==> src/rtl/guide_pkg.sv <==
// Shared types and guide-box geometry for the guide region detector.
// Box edges are exclusive: a pixel on any edge value lies outside the interior.
package guide_pkg;

   typedef enum logic [1:0] {
      GUIDE_NONE   = 2'b00,
      GUIDE_BOTTOM = 2'b01,
      GUIDE_TOP    = 2'b10
   } guide_sel_e;

   localparam logic [10:0] L_X0   = 11'd20;
   localparam logic [10:0] L_X1   = 11'd460;
   localparam logic [10:0] R_X0   = 11'd1460;
   localparam logic [10:0] R_X1   = 11'd1900;
   localparam logic [10:0] TOP_Y0 = 11'd20;
   localparam logic [10:0] MID_Y  = 11'd380;
   localparam logic [10:0] BOT_Y1 = 11'd700;

   typedef enum logic [1:0] {
      ST_IDLE,
      ST_ACCUM,
      ST_EVAL,
      ST_REPORT
   } state_e;

endpackage

==> src/rtl/guide_region_counter.sv <==
// One guide-box interior counter: strict-inequality region test, synchronous
// clear and a counter that sticks at its all-ones value.
module guide_region_counter #(
   parameter int CNT_W = 18
) (
   input  logic             clk,
   input  logic             reset_n,
   input  logic             clr_i,
   input  logic             en_i,
   input  logic             region_en_i,
   input  logic             de_i,
   input  logic             match_i,
   input  logic [10:0]      x_i,
   input  logic [10:0]      y_i,
   input  logic [10:0]      x_lo_i,
   input  logic [10:0]      x_hi_i,
   input  logic [10:0]      y_lo_i,
   input  logic [10:0]      y_hi_i,
   output logic [CNT_W-1:0] count_o
);

   logic [CNT_W-1:0] cnt_q;
   logic             in_region;
   logic             cnt_full;

   assign in_region = region_en_i && (x_i > x_lo_i) && (x_i < x_hi_i)
                      && (y_i > y_lo_i) && (y_i < y_hi_i);
   assign cnt_full  = &cnt_q;

   always_ff @(posedge clk) begin
      if (!reset_n) begin
         cnt_q <= '0;
      end else if (clr_i) begin
         cnt_q <= '0;
      end else if (en_i && de_i && match_i && in_region && !cnt_full) begin
         cnt_q <= cnt_q + 1'b1;
      end
   end

   assign count_o = cnt_q;

endmodule

==> src/rtl/guide_region_detector.sv <==
// Per-frame guide-box hit detector: counts mask pixels inside the active boxes
// and reports per-box hits after each frame. GUIDE_DEBOUNCE_EN adds a streak filter.
module guide_region_detector
   import guide_pkg::*;
#(
   parameter int CNT_W       = 18,
   parameter int THRESH      = 20000,
   parameter int HOLD_FRAMES = 3
) (
   input  logic             clk,
   input  logic             reset_n,
   input  logic [1:0]       sel,
   input  logic [10:0]      x,
   input  logic [10:0]      y,
   input  logic             de,
   input  logic             vsync,
   input  logic             pixel_match,
   output logic [CNT_W-1:0] count0,
   output logic [CNT_W-1:0] count1,
   output logic             hit0,
   output logic             hit1,
   output logic [1:0]       active_sel,
   output logic             result_valid
);

   state_e           state_q, state_d;
   logic             vsync_d;
   logic [1:0]       mode_q;
   logic             vs_fall, vs_rise, clr, acc;
   logic [CNT_W-1:0] count_q [2];
   logic             hit_q   [2];
   logic [1:0]       active_sel_q;

   logic [10:0]      x_lo [2];
   logic [10:0]      x_hi [2];
   logic [10:0]      y_lo [2];
   logic [10:0]      y_hi [2];
   logic             region_en [2];
   logic [CNT_W-1:0] cnt  [2];
   logic             pass [2];
   logic             hit_d [2];

   assign vs_fall = vsync_d && !vsync;
   assign vs_rise = !vsync_d && vsync;
   assign clr     = (state_q == ST_IDLE) && vs_fall;
   assign acc     = (state_q == ST_ACCUM);

   // Region 0 is the left box; its rows depend on whether it is the bottom or top box.
   always_comb begin
      region_en[0] = (mode_q == GUIDE_BOTTOM) || (mode_q == GUIDE_TOP);
      region_en[1] = (mode_q == GUIDE_TOP);
      x_lo[0]      = L_X0;
      x_hi[0]      = L_X1;
      y_lo[0]      = (mode_q == GUIDE_BOTTOM) ? MID_Y  : TOP_Y0;
      y_hi[0]      = (mode_q == GUIDE_BOTTOM) ? BOT_Y1 : MID_Y;
      x_lo[1]      = R_X0;
      x_hi[1]      = R_X1;
      y_lo[1]      = TOP_Y0;
      y_hi[1]      = MID_Y;
   end

   generate
      for (genvar gi = 0; gi < 2; gi++) begin : g_region
         guide_region_counter #(.CNT_W(CNT_W)) u_cnt (
            .clk         (clk),
            .reset_n     (reset_n),
            .clr_i       (clr),
            .en_i        (acc),
            .region_en_i (region_en[gi]),
            .de_i        (de),
            .match_i     (pixel_match),
            .x_i         (x),
            .y_i         (y),
            .x_lo_i      (x_lo[gi]),
            .x_hi_i      (x_hi[gi]),
            .y_lo_i      (y_lo[gi]),
            .y_hi_i      (y_hi[gi]),
            .count_o     (cnt[gi])
         );
         assign pass[gi] = region_en[gi] && (cnt[gi] >= CNT_W'(THRESH));
      end
   endgenerate

`ifdef GUIDE_DEBOUNCE_EN
   localparam int SW = $clog2(HOLD_FRAMES + 1);
   logic [SW-1:0] streak_q [2];
   logic [SW-1:0] streak_d [2];
   logic [1:0]    prev_mode_q;

   always_comb begin
      for (int i = 0; i < 2; i++) begin
         streak_d[i] = streak_q[i];
         if (pass[i] && (mode_q == prev_mode_q)) begin
            if (streak_q[i] != SW'(HOLD_FRAMES)) streak_d[i] = streak_q[i] + 1'b1;
         end else begin
            streak_d[i] = pass[i] ? SW'(1) : SW'(0);
         end
         hit_d[i] = (streak_d[i] == SW'(HOLD_FRAMES));
      end
   end

   always_ff @(posedge clk) begin
      if (!reset_n) begin
         prev_mode_q <= 2'b00;
         streak_q[0] <= '0;
         streak_q[1] <= '0;
      end else if (state_q == ST_EVAL) begin
         prev_mode_q <= mode_q;
         streak_q[0] <= streak_d[0];
         streak_q[1] <= streak_d[1];
      end
   end
`else
   always_comb begin
      for (int i = 0; i < 2; i++) hit_d[i] = pass[i];
   end
`endif

   always_comb begin
      state_d = state_q;
      case (state_q)
         ST_IDLE:   if (vs_fall) state_d = ST_ACCUM;
         ST_ACCUM:  if (vs_rise) state_d = ST_EVAL;
         ST_EVAL:   state_d = ST_REPORT;
         ST_REPORT: state_d = ST_IDLE;
         default:   state_d = ST_IDLE;
      endcase
   end

   always_ff @(posedge clk) begin
      if (!reset_n) begin
         state_q      <= ST_IDLE;
         vsync_d      <= 1'b0;
         mode_q       <= 2'b00;
         count_q[0]   <= '0;
         count_q[1]   <= '0;
         hit_q[0]     <= 1'b0;
         hit_q[1]     <= 1'b0;
         active_sel_q <= 2'b00;
      end else begin
         state_q <= state_d;
         vsync_d <= vsync;
         if (clr) mode_q <= sel;
         if (state_q == ST_EVAL) begin
            for (int i = 0; i < 2; i++) begin
               count_q[i] <= region_en[i] ? cnt[i] : '0;
               hit_q[i]   <= hit_d[i];
            end
            active_sel_q <= mode_q;
         end
      end
   end

   assign count0       = count_q[0];
   assign count1       = count_q[1];
   assign hit0         = hit_q[0];
   assign hit1         = hit_q[1];
   assign active_sel   = active_sel_q;
   assign result_valid = (state_q == ST_REPORT);

endmodule
==> config.mk <==
export PLATFORM = sky130hd
export DESIGN_NAME = guide_region_detector
export DESIGN_NICKNAME = d
export VERILOG_FILES = /design/src/rtl/guide_pkg.sv /design/src/rtl/guide_region_counter.sv /design/src/rtl/guide_region_detector.sv
export SDC_FILE = /design/constraint.sdc
export NUM_CORES = 1
export LEC_CHECK = 0
export BUFFER_PORTS_ARGS = -buffer_cell sky130_fd_sc_hd__buf_2
export CORE_UTILIZATION = 50
export DETAILED_ROUTE_END_ITERATION = 10
export GPL_TIMING_DRIVEN = 0
export PLACE_DENSITY = 0.67
export SYNTH_ARGS = -nofsm -noshare
export SYNTH_HDL_FRONTEND = slang
export SYNTH_HIERARCHICAL = 1
export SYNTH_SLANG_ARGS = --single-unit
==> constraint.sdc <==
create_clock -name clk -period 5.6 [get_ports clk]
set_input_delay 0.28 -clock clk [delete_from_list [all_inputs] [get_ports clk]]
set_output_delay 0.28 -clock clk [all_outputs]
set_load 0.03 [all_outputs]
==> flow_results.org <==
** Outcome
- Run status :: finished with violations
- The checks that failed: design-rule violations.

** Worst setup path
- In this run the worst path has a maximum fanout of 10.
- Path type of the worst setup path :: flop to flop
- Crit. End Element :: flop
- Worst EP required :: about 6 ns
- Data on the critical path arrives at its endpoint at 3.76 ns.
- The worst setup path is launched from a flop.

** Drt
- Routed signal wires occupy layers up through met4.
- Via count :: ~5200
- After detailed routing, the wire length on met1 is roughly 6 mm.
- DRC viols :: 10
- DRC violation total after the first TritonRoute iteration :: between 200 and 300
- Met3 wire length :: between 500 and 600 um
- Wire segments on met2 add up to around 6.2 mm in the final route.
- After detailed routing, the average wire length per cell comes to 13.39 um.
- Vias per Instance :: 5.367
- Overall routed net length :: 13.06 mm
- Router iterations before antenna repair :: 8
- In this run the remaining antenna-violating nets after routing total 0.

** Yosys
- Cell types with the largest area share after synthesis :: ha_1, edfxtp_1, dfxtp_1
- Most used standard cells in the synthesized netlist :: inv_1, ha_1, a21oi_1
- Avg Synthesized Cell Area :: between 8 and 9 um2
- Summing the sequential cell areas from Yosys gives 33.37% of the chip area.
- Top_reg_cell synth :: dfxtp_1
- Async set-reset flop share out of synthesis :: 0%
- Summing every instance area after synthesis gives approximately 6000 um2.
- The synthesized design contains 38 enable-type register cells.
- Count of cell types in the netlist :: 48
- In this run the biggest area consumer among cell types represents between 10% and 20% of the synthesized area.
- Yosys warns :: 6
- Biggest area consumer among synthesized cells :: ha_1
- Synthesis produced about 670 cells.
- After synthesis the netlist holds a flip-flop and latch count of just over 80.
- The most common cell in the synthesized netlist is inv_1.

** Floorplan
- Top-level port count :: 70
- After floorplanning, the core was divided into 39 placement rows.
- From left edge to right edge, the die measures around 110 um.
- Overall die area :: approximately 12000 um2
- Placeable Area :: ~12000 um2
- Starting Density :: 51.88%
- In this run the vertical extent of the chip is 111.5 um.

** Place
- Detailed placer's ending HPWL :: approximately 10 mm
- Number of port buffers :: 69
- Gpl congestion :: 0.8282

** CTS
- The tree is rooted in a clkbuf_16.
- Cts bufs inserted :: 9
- Clock Latency Late Sink :: between 0.3 and 0.4 ns
- Number of buffers added to fix hold violations after cts :: 0
- Number of clock sinks :: between 80 and 90
- TritonCTS built the clock tree.
- Buffers added to address setup during post-CTS repair amount to 0.
- CTS built an H-tree with a depth of 3.
- No sink is reached through more buffers than the 2 on the longest clock path.
- Clock-pin slew was measured on the worst setup and hold paths at about 0.06 ns.
- Count of cells resized by post-cts repair :: 0

** STA
- Number of max-slew violations in the final report :: 0
- Highest achievable clock rate :: between 200 and 300 MHz
- The count of final hold-check violations is 0.
- Unrepaired setup endpoints after global routing :: false
- Tightest slew margin relative to the limit :: between 10% and 20%
- Setup TNS :: 0 ns
- Final count of negative-setup-slack endpoints :: 0
- At the pin with the least slew margin, the transition time is ~1.3 ns.
- Counting I/O delays and the setup requirement, the final critical path takes ~3.5 ns.
- Final period util :: between 60% and 70%
- Final Skew :: between 0.007 and 0.008 ns

** Pwr
- Power density of the placed cells :: around 250 nW/um2
- Combinational cell fraction of total power :: 25.5%
- In this run, flip-flops and latches consume approximately 40% of the power.
- The clock network burns about a third of the power.
- Net switching power of the design :: roughly 550 uW
- Cell internal power was estimated by the tool at 1.200 mW.
- Static leakage power :: around 3.3 nW
- IR analysis of the VDD net gives a maximum drop of roughly 0.2 mV.
- Switching part of the total :: 31.52%
- Power Total :: approximately 1.8 mW

** Final layout
- The repair_antennas step left the layout with diodes totalling 0.
- In the final layout, the share of cells above drive strength 1 is 12.98%.
- Relative to the synthesized area, the layout overhead comes to 18.89%.
- After the last flow step, the layout net total stands at between 900 and 1000.

** Global route
- Number of global-route vias before repair :: between 4000 and 5000
- The initial antenna violation count came to 0.
- First-pass GRT wire length :: roughly 22 mm
- Global routing used between 20% and 30% of the available tracks across all layers.
- Largest net degree at the start of global routing :: 39
- Remaining global-route overflow :: 0

** Job
- The tool flagged a number of max-cap violations equal to 0.

** Worst hold path
- The tightest min-delay check is of the primary input to flop type.
worst max-delay path: stages (launching register included):
cell and delay, ns:
dfxtp_1 0.38, ha_1 0.30, inv_1 0.07, ha_1 0.30
a211oi_1 0.23, nor2_1 0.07, a2111oi_0 1.03, a311o_1 0.28
buf_2 0.24, buf_2 0.26, o31ai_1 0.12, a21oi_1 0.14
cell families (layout without fill, tap and decap cells):
| group | count (synthesis) | count (layout) | synth area share, % |
|---|---|---|---|
| muxes | 8 | 8 | 1.335 |
| AOI/OAI and AO/OA | 139 | 139 | 15.16 |
| adders and majority gates | 92 | 92 | 19.19 |
| buffers and inverters | 119 | 204 | 8.238 |
| and+or+nand+nor | 228 | 228 | 22.59 |
| other | 2 | 80 | 0.1252 |
| DFF | 81 | 81 | 33.37 |
placed cells by master (no fill, tap or decap), drive strengths merged, types with 3 or more instances in the layout:
cell	synthesis	layout
a2111oi	4	4
a211o	3	3
a211oi	10	10
a21oi	53	53
and2	41	41
and3	8	8
and4	6	6
buf	16	85
clkbuf	6	17
clkinv	0	3
conb	2	80
dfxtp	43	43
edfxtp	38	38
ha	92	92
inv	97	98
mux2i	8	8
nand2	34	34
nand2b	12	12
nand3	16	16
nand3b	5	5
nand4	34	34
nor2	16	16
nor3	12	12
nor4	10	10
o211ai	3	3
o21a	4	4
o21ai	16	16
o311a	3	3
o31ai	28	28
or4	26	26
final timing paths:
check                                        to                           from  slack, ns  depth (start not counted)
setup / recovery   g_region[0].u_cnt/count_o[4]                      mode_q[0]       2.10                         11
setup reg to reg   g_region[0].u_cnt/count_o[4]                      mode_q[0]       2.10                         11
hold reg to reg   g_region[1].u_cnt/count_o[15]  g_region[1].u_cnt/count_o[15]       0.51                          2
hold / removal                        mode_q[1]                         sel[1]       0.20                          3
sequential cells by signal, indices dropped and copies added (netlist names):
name / count
active_sel: 2
count_q: 36
g_region.u_cnt/count_o: 36
hit_q: 2
mode_q: 2
state_q: 2
vsync_d: 1
metal layers:
layer	global-route usage, %	up-vias
li1	-	2710
met5	0	-
met2	36.88	144
met4	7.027	0
met1	29.36	2368
met3	3.103	11
metrics by stage:
step | area, um2 | std cells | hold WS, ns | setup WS, ns | utilization [%]
after global routing | 7133 | 975 | 0.2025 | 1.810 | 61.68
after global placement | 6817 | 959 | 0.4876 | 2.276 | 58.94
after detailed placement | 6819 | 959 | 0.5023 | 2.188 | 58.96
after floorplan | 6292 | 747 | 0.4017 | 3.083 | -
after CTS | 7133 | 975 | 0.1929 | 2.166 | 61.68
final | 7133 | 975 | 0.1987 | 2.102 | 61.68
power by group through the flow:
stage	Sequential, mW	Clock, mW	Combinational, mW
floorplan	0.808	0	0.223
global placement	0.712	0	0.422
detailed placement	0.714	0	0.443
CTS	0.701	0.618	0.445
global route	0.705	0.644	0.496
finish	0.700	0.605	0.447
area by class of cell:
type	count	area (um2)
sequential	81	2002
tap	143	178.9
multi-input combinational	547	3799
buffer	22	130.1
clock buffer	11	252.7
fill	1028	4432
inverter	97	364.1
timing repair buffer	69	345.3
clock inverter	5	61.31
Note: power is estimated with default switching activity, not from simulation.
